--- src/rtl/sim_run_pkg.sv ---
// Shared types and helpers for the simulation run monitor and its watchdog.
package sim_run_pkg;

  typedef enum logic [1:0] {
    V_PASS    = 2'd0,
    V_FAIL    = 2'd1,
    V_TIMEOUT = 2'd2,
    V_HANG    = 2'd3
  } verdict_e;

  typedef enum logic [1:0] {
    RST_HOLD = 2'd0,
    RUN      = 2'd1,
    DONE     = 2'd2
  } state_e;

  localparam int MAX_CHK = 32;

  // Priority encoder: index of the lowest set bit, 0 when none set.
  function automatic logic [4:0] lowest_set_idx(input logic [MAX_CHK-1:0] v);
    lowest_set_idx = '0;
    for (int i = MAX_CHK - 1; i >= 0; i--)
      if (v[i]) lowest_set_idx = 5'(i);
  endfunction

endpackage

--- src/rtl/sim_watchdog.sv ---
// Saturating idle counter: cleared by progress or outside a run, flags a hang
// when the idle count reaches limit-1 with no progress; limit 0 disables it.
module sim_watchdog #(
  parameter int IDLE_W = 8
) (
  input  logic              clk,
  input  logic              reset,
  input  logic              run,
  input  logic              progress,
  input  logic [IDLE_W-1:0] limit,
  output logic              hang
);

  logic [IDLE_W-1:0] cnt_q, cnt_d;

  always_comb begin
    cnt_d = cnt_q;
    if (!run || progress)
      cnt_d = '0;
    else if (cnt_q != '1)
      cnt_d = cnt_q + 1'b1;
  end

  always_ff @(posedge clk) begin
    if (reset) cnt_q <= '0;
    else       cnt_q <= cnt_d;
  end

  assign hang = run && (limit != '0) && !progress && (cnt_q == limit - 1'b1);

endmodule

--- src/rtl/sim_run_monitor.sv ---
// Run controller: sequences DUT reset, counts run cycles, aggregates checker
// flags and latches one final verdict (PASS/FAIL/TIMEOUT/HANG).
module sim_run_monitor
  import sim_run_pkg::*;
#(
  parameter int CYC_W        = 16,
  parameter int N_CHK        = 4,
  parameter int RESET_CYCLES = 5,
  parameter int IDLE_W       = 8,
  localparam int FI_W        = (N_CHK > 1) ? $clog2(N_CHK) : 1
) (
  input  logic              clk,
  input  logic              reset,
  input  logic [CYC_W-1:0]  max_cycles,
  input  logic [IDLE_W-1:0] idle_limit,
  input  logic [N_CHK-1:0]  chk_en,
  input  logic [N_CHK-1:0]  passed,
  input  logic [N_CHK-1:0]  failed,
  input  logic              progress,
  output logic              dut_reset,
  output logic [CYC_W-1:0]  cyc_cnt,
  output logic              running,
  output logic              done,
  output logic [1:0]        verdict,
  output logic [FI_W-1:0]   fail_idx
);

  localparam int HOLD_W = (RESET_CYCLES > 1) ? $clog2(RESET_CYCLES) : 1;
  localparam logic [HOLD_W-1:0] HOLD_LAST = HOLD_W'(RESET_CYCLES - 1);

  state_e            state_q, state_d;
  logic [HOLD_W-1:0] hold_q, hold_d;
  logic [CYC_W-1:0]  max_q, max_d;
  logic [IDLE_W-1:0] idle_q, idle_d;
  logic [N_CHK-1:0]  en_q, en_d;
  logic [N_CHK-1:0]  pass_seen_q, pass_seen_d;
  logic [CYC_W-1:0]  cyc_cnt_q, cyc_cnt_d;
  logic              dut_reset_q, dut_reset_d;
  logic              running_q, running_d;
  logic              done_q, done_d;
  verdict_e          verdict_q, verdict_d;
  logic [FI_W-1:0]   fail_idx_q, fail_idx_d;

  logic [N_CHK-1:0]  pass_now, fail_v;
  logic              fail_hit, pass_hit, hang_hit, timeout_hit;

  sim_watchdog #(.IDLE_W(IDLE_W)) u_wdog (
    .clk      (clk),
    .reset    (reset),
    .run      (state_q == RUN),
    .progress (progress),
    .limit    (idle_q),
    .hang     (hang_hit)
  );

  // Disabled channels are masked before any reduction so X flags never leak.
  assign fail_v      = failed & en_q;
  assign pass_now    = pass_seen_q | (passed & en_q);
  assign fail_hit    = |fail_v;
  assign pass_hit    = (en_q != '0) && ((pass_now & en_q) == en_q);
  assign timeout_hit = (max_q == '0) || (cyc_cnt_q == max_q - 1'b1);

  always_comb begin
    state_d     = state_q;
    hold_d      = hold_q;
    max_d       = max_q;
    idle_d      = idle_q;
    en_d        = en_q;
    pass_seen_d = pass_seen_q;
    cyc_cnt_d   = cyc_cnt_q;
    dut_reset_d = dut_reset_q;
    running_d   = running_q;
    done_d      = done_q;
    verdict_d   = verdict_q;
    fail_idx_d  = fail_idx_q;
    case (state_q)
      RST_HOLD: begin
        if (hold_q == HOLD_LAST) begin
          state_d     = RUN;
          dut_reset_d = 1'b0;
          running_d   = 1'b1;
          cyc_cnt_d   = '0;
          pass_seen_d = '0;
          max_d       = max_cycles;
          idle_d      = idle_limit;
          en_d        = chk_en;
        end else begin
          hold_d = hold_q + 1'b1;
        end
      end
      RUN: begin
        pass_seen_d = pass_now;
        if (fail_hit || pass_hit || hang_hit || timeout_hit) begin
          state_d   = DONE;
          running_d = 1'b0;
          done_d    = 1'b1;
          if (fail_hit) begin
            verdict_d  = V_FAIL;
            fail_idx_d = FI_W'(lowest_set_idx(MAX_CHK'(fail_v)));
          end else if (pass_hit) begin
            verdict_d = V_PASS;
          end else if (hang_hit) begin
            verdict_d = V_HANG;
          end else begin
            verdict_d = V_TIMEOUT;
          end
        end else begin
          cyc_cnt_d = cyc_cnt_q + 1'b1;
        end
      end
      default: ; // DONE absorbs until reset
    endcase
  end

  always_ff @(posedge clk) begin
    if (reset) begin
      state_q     <= RST_HOLD;
      hold_q      <= '0;
      max_q       <= '0;
      idle_q      <= '0;
      en_q        <= '0;
      pass_seen_q <= '0;
      cyc_cnt_q   <= '0;
      dut_reset_q <= 1'b1;
      running_q   <= 1'b0;
      done_q      <= 1'b0;
      verdict_q   <= V_PASS;
      fail_idx_q  <= '0;
    end else begin
      state_q     <= state_d;
      hold_q      <= hold_d;
      max_q       <= max_d;
      idle_q      <= idle_d;
      en_q        <= en_d;
      pass_seen_q <= pass_seen_d;
      cyc_cnt_q   <= cyc_cnt_d;
      dut_reset_q <= dut_reset_d;
      running_q   <= running_d;
      done_q      <= done_d;
      verdict_q   <= verdict_d;
      fail_idx_q  <= fail_idx_d;
    end
  end

  assign dut_reset = dut_reset_q;
  assign cyc_cnt   = cyc_cnt_q;
  assign running   = running_q;
  assign done      = done_q;
  assign verdict   = verdict_q;
  assign fail_idx  = fail_idx_q;

endmodule

--- config.mk ---
export PLATFORM = sky130hd
export DESIGN_NAME = sim_run_monitor
export DESIGN_NICKNAME = d
export VERILOG_FILES = /design/src/rtl/sim_run_pkg.sv /design/src/rtl/sim_watchdog.sv /design/src/rtl/sim_run_monitor.sv
export SDC_FILE = /design/constraint.sdc
export NUM_CORES = 1
export LEC_CHECK = 0
export ABC_AREA = 1
export BUFFER_PORTS_ARGS = -buffer_cell sky130_fd_sc_hd__buf_4
export CAP_MARGIN = 25
export CORE_MARGIN = 1.5
export CORE_UTILIZATION = 35
export DETAILED_ROUTE_END_ITERATION = 8
export SYNTH_ARGS = -nofsm -noshare
export SYNTH_HDL_FRONTEND = slang
export SYNTH_SLANG_ARGS = --single-unit
export TNS_END_PERCENT = 20
--- constraint.sdc ---
create_clock -name clk -period 5.72 [get_ports clk]
set_clock_uncertainty 0.05 [all_clocks]
set_input_delay 1.144 -clock clk [delete_from_list [all_inputs] [get_ports clk]]
set_output_delay 1.144 -clock clk [all_outputs]
set_load 0.03 [all_outputs]
Word level (Yosys, flattened, before mapping):

Cells that the tools add are included.

* register bits after elaboration: 68
* input bits: 39
* logic and storage cells: 75
* output and inout port bits: 23

* mux-type cells: 18
* add/subtract/negate cells: 5
* reductions and logical operators: 25
* equal/unequal tests: 9
* bitwise logic cells: 5

Operator list (number)
* $mux 16: 2
* $pmux 16 s2: 1
* $add 16x1->16 const B: 1
* $eq 16x16->1: 1
* $logic_not 16->1: 1
* $mux 2: 8
* $sub 16x1->16 const B: 1
* $and 4x4->4: 3
* $reduce_and 3->1: 3
* $add 8x1->8 const B: 1
* $eq 8x8->1: 1
* $ne 8x8->1 const B: 1
* $pmux 4 s2: 1
* $reduce_and 2->1: 4
* $reduce_bool 8->1: 1
* $sub 8x1->8 const B: 1
* $ne 2x2->1 const B: 3
* $logic_or 1x1->1: 5
* $eq 4x4->1: 1
* $logic_and 1x1->1: 4
* $mux 4: 1
* $or 4x4->4: 1
* $pmux 2 s2: 1
* $reduce_bool 4->1: 1
* 11 further kinds: 14

Longest topological paths before layout:

* word-level depth: 10
* gate-level depth with buffers: 19
* gate-level depth less buffers: 19

Cells and area by module:

A second synthesis with hierarchy kept.

* cell total of the unflattened synthesis: 624
* area, all modules: 4120.2 µm²

Modules (own cells, without submodules)
* sim_run_monitor: area an instance 3399.5 µm², seq. area each 1181.1 µm², instances 1, cells an instance 511
* sim_watchdog: area an instance 720.7 µm², seq. area each 160.2 µm², instances 1, cells an instance 113

Worst setup path after synthesis:

Ideal clock, no wire load.

* path type: input-to-reg
* start: input passed[1]
* end: register cyc_cnt_q[0], in the netlist cyc_cnt[0]
* slack: 3.256 ns
* buffers on the path: 1
* setup time: 0.114 ns
* data arrival time: 2.300 ns
* required time: 5.556 ns
* stages on the path: 14
* cell sequence: inv_1 -> nand3_1 -> and3_1 -> nand3_1 -> nand2_1 -> nor2_1 -> nand2_1 -> clkinv_1 -> nand2_4 -> nand2_4 -> nand3_4 -> buf_12 -> a21oi_1 -> nor2_1

* longest elaborated chain between the ends: 10

RTL lines
* start: declaration: line sim_run_monitor.sv:17 `input logic [N_CHK-1:0] passed,`
* $and 4x4->4: line sim_run_monitor.sv:58 `assign pass_now = pass_seen_q | (passed & en_q);`
* $or 4x4->4: line sim_run_monitor.sv:58
* $and 4x4->4: line sim_run_monitor.sv:60 `assign pass_hit = (en_q != '0) && ((pass_now & en_q) == en_q);`
* $eq 4x4->1: line sim_run_monitor.sv:60
* $logic_and 1x1->1: line sim_run_monitor.sv:60
* $logic_or 1x1->1 (3 in a row): line sim_run_monitor.sv:93 `if (fail_hit || pass_hit || hang_hit || timeout_hit) begin`
* $ne 2x2->1 (no line)
* $reduce_and 3->1 (no line)
* end signal: assignment: line sim_run_monitor.sv:136 `cyc_cnt_q <= cyc_cnt_d;`
* end: declaration: line sim_run_monitor.sv:37 `logic [CYC_W-1:0] cyc_cnt_q, cyc_cnt_d;`

Every way passes these cells.
A chain may end at the register's enable or synchronous reset.

Worst setup path after layout:

* start: input failed[0]
* end: register cyc_cnt_q[0], in the netlist cyc_cnt[0]

* longest elaborated chain between the ends: 7

RTL lines
* start: declaration: line sim_run_monitor.sv:18 `input logic [N_CHK-1:0] failed,`
* $and 4x4->4: line sim_run_monitor.sv:57 `assign fail_v = failed & en_q;`
* $reduce_or 4->1: line sim_run_monitor.sv:59 `assign fail_hit = |fail_v;`
* $logic_or 1x1->1 (3 in a row): line sim_run_monitor.sv:93
* $ne 2x2->1 (no line)
* $reduce_and 3->1 (no line)

Every way passes these cells.

==> results.sh <==
export IMPL_cts_root_buffer="clkbuf_16"
export IMPL_die_w_um=112
export IMPL_ant_nets=0
export IMPL_end_kind="flop"
export IMPL_antenna_cells=0
export IMPL_finalNetCount=710
export IMPL_drt_first_pass_iters=5
export IMPL_clkTransAtPathRegs_ps=60
export IMPL_pre_cts_slack_ps=2740
export IMPL_hold_viol_final=0
export IMPL_die_h_um=112
export IMPL_grt_usage_pct=17.4
export IMPL_ys_ff_latch=67
export IMPL_grt_max_degree=50
export IMPL_crit_chain="buf_4 -> nand2_1 -> nand2_1 -> nor2_1 -> nand2_1 -> nor2_1 -> nand2_1 -> clkinv_1 -> nand2_4 -> nand2_4 -> nand3_4 -> nand2_1 -> nand2_1 -> nor2_1"
export IMPL_clk_latency_ps=340
export IMPL_required_ps=5950
export IMPL_portBuffers=61
export IMPL_synth_edf_count=0
export IMPL_crit_family="simple AND/OR/NAND/NOR gates"
export IMPL_grt_pass1_wl_um=17800
export IMPL_cts_hold_buf=0
export IMPL_cp_max_fo=20
export IMPL_status="complete, no violations"
export IMPL_synthFlopType="dfxtp_1"
export IMPL_start_kind="primary input"
export IMPL_ys_warn_count=0
export IMPL_worst_path_largest_cell_delay_ps=280
export IMPL_syn_area_um2=4140
export IMPL_drt_iter0_drc=168
export IMPL_drive_above_1_share_pct=18.4
export IMPL_totalPowerFinal_w=0.00204
export IMPL_crit_slowest_cell="nand3_4"
export IMPL_final_cell_mix="nand2_1 (119), nor2_1 (83), inv_1 (67), dfxtp_1 (67), buf_4 (63)"
export IMPL_ys_seq_area_share_pct=32.4
export IMPL_cap_viol_max_count=0
export IMPL_avgSynthCellArea_um2=6.74
export IMPL_setup_tns_ps=0
export IMPL_gp_congestion=0.883
export IMPL_slew_viol_final=0
export IMPL_design_area_um2=4990
export IMPL_min_period_ps=2650
export IMPL_timing_fmax_mhz=378
export IMPL_synthesis_nets=661
export IMPL_cp_depth=14
export IMPL_slew_headroom_pct=35.7
export IMPL_worst_pin_slew_ps=963
export IMPL_path_class="in -> reg"
export IMPL_min_path_cells=2
export IMPL_htree_levels=3
export IMPL_die_area_um2=12500
export IMPL_p_leak_nw=2.35
export IMPL_drt_wl_total_um=10500
export IMPL_fin_ws_ps=3070
export IMPL_grt_pass1_vias=3911
export IMPL_grt_overflow=0
export IMPL_cts_buffers=9
export IMPL_cpMostUsedCell="nand2_1"
export IMPL_place_area_um2=4650
export IMPL_clock_sinks=67
export IMPL_drt_vias_per_instance=4.93
export IMPL_coreArea_um2=11500
export IMPL_holdCritPathClass="reg -> reg"
export IMPL_powerDensity_nw_per_um2=408
export IMPL_antenna_found_initial=0
export IMPL_syn2layout_area_growth_pct=20.5
export IMPL_synthCells=615
export IMPL_synth_cell_types=36
export IMPL_start_util_pct=36.1
export IMPL_tritoncts="built"
export IMPL_cts_repair_resized=0
export IMPL_num_vias=4004
export IMPL_r2r_cells=17
export IMPL_ir_drop_mv=0.219
export IMPL_critical_path_arrival_ps=2880
export IMPL_cts_path_max_buffers=2
export IMPL_ios=62
export IMPL_route_detailed_drc=0
export IMPL_async_flop_share_pct=0
export IMPL_finalSetupViolCount=0
export IMPL_final_common_cell="nand2_1"
export IMPL_path_buf_inv=2
export IMPL_rsz0062_at_grt="false"
export IMPL_avgRoutedWirePerCell_um=13.0
export IMPL_cts_setup_buffers=0
export IMPL_final_period_utilization_pct=46.3
export IMPL_dp_hpwl_um=7800
export IMPL_core_rowCount=39
final cells by class:
| type | count | area [µm²] |
|---|---|---|
| Clock inverter | 5 | 100 |
| Multi-Input combinational cell | 453 | 2400 |
| Clock buffer | 11 | 243 |
| Sequential cell | 67 | 1340 |
| Fill cell | 1181 | 6470 |
| Tap cell | 143 | 179 |
| Timing Repair Buffer | 63 | 473 |
| Inverter | 70 | 263 |
sequential cells by signal (all words and copies together) (netlist names):
signal        count
done              1
dut_reset         1
pass_seen_q       4
hold_q            3
u_wdog.cnt_q      8
en_q              4
idle_q            8
cyc_cnt          16
state_q           2
verdict           2
fail_idx          2
max_q            16
Yosys cell counts, types with 2 or more instances:
master,n,area (µm²)
nand4_2,6,75.1
nand2_2,14,87.6
nand2_1,119,447
buf_12,2,40.0
xnor2_1,9,78.8
xor2_1,22,193
a21oi_1,38,190
nand4_1,17,106
clkinv_1,3,11.3
nand3b_1,4,30.0
nand2_4,2,22.5
nand3_1,44,220
dfxtp_1,67,1340
clkbuf_2,3,15.0
clkbuf_1,13,48.8
a211oi_1,2,15.0
nor4_1,4,25.0
buf_2,5,25.0
nor3_1,7,35.0
ha_1,7,87.6
a21oi_2,11,96.3
nor2_4,4,45.0
nor2_2,6,37.5
inv_1,67,251
o21ai_0,46,230
nor2_1,83,312
where the power goes:
group	switching, W	total (W)	leakage [nW]	internal [W]
combinational	0.000521	0.000817	1.64	0.000296
sequential	0.0000587	0.000581	0.541	0.000522
clock	0.000203	0.000639	0.169	0.000436
logic make-up after synthesis:
family	share of synthesized area, %
buffers and inverters	9.81
adders and majority gates	2.11
AOI/OAI and AO/OA	13.0
xor gates and xnor gates	6.55
DFF	32.4
and+or+nand+nor	36.2
worst reg2reg max path: cells and delay by family (launching register included):
family        cells  cell delay (ps)
simple gates     15             1670
flops             1              310
fa+ha+maj         1              220
buf+inv           1              150
per-layer routing:
| layer | vias up | part of all wire [%] | global-route usage, % |
|---|---|---|---|
| met4 | 0 | 1.7 | 5.49 |
| met1 | 1802 | 45 | 20.9 |
| met5 | - | 0 | 0 |
| li1 | 2088 | - | - |
| met3 | 15 | 5.6 | 4.90 |
| met2 | 99 | 48 | 30.1 |
path summary, 6_finish.rpt:
path                                from                      end  slack, ps
setup / recovery               failed[0]  cyc_cnt[0]$_SDFFE_PP0P_       3070
hold / removal    dut_reset$_SDFFE_PP1P_   dut_reset$_SDFFE_PP1P_        400
setup reg to reg   max_q[0]$_SDFFE_PP0P_  cyc_cnt[0]$_SDFFE_PP0P_       3220
hold reg to reg   dut_reset$_SDFFE_PP1P_   dut_reset$_SDFFE_PP1P_        400
through the flow:
step	util [%]	cells	hold slack, ps
after floorplan	-	615	401
after global placement	40.6	796	389
after detailed placement	40.6	796	392
after CTS	43.6	812	403
after global routing	43.6	812	439
final	43.6	812	398
Power figures use the tool's default switching activity.
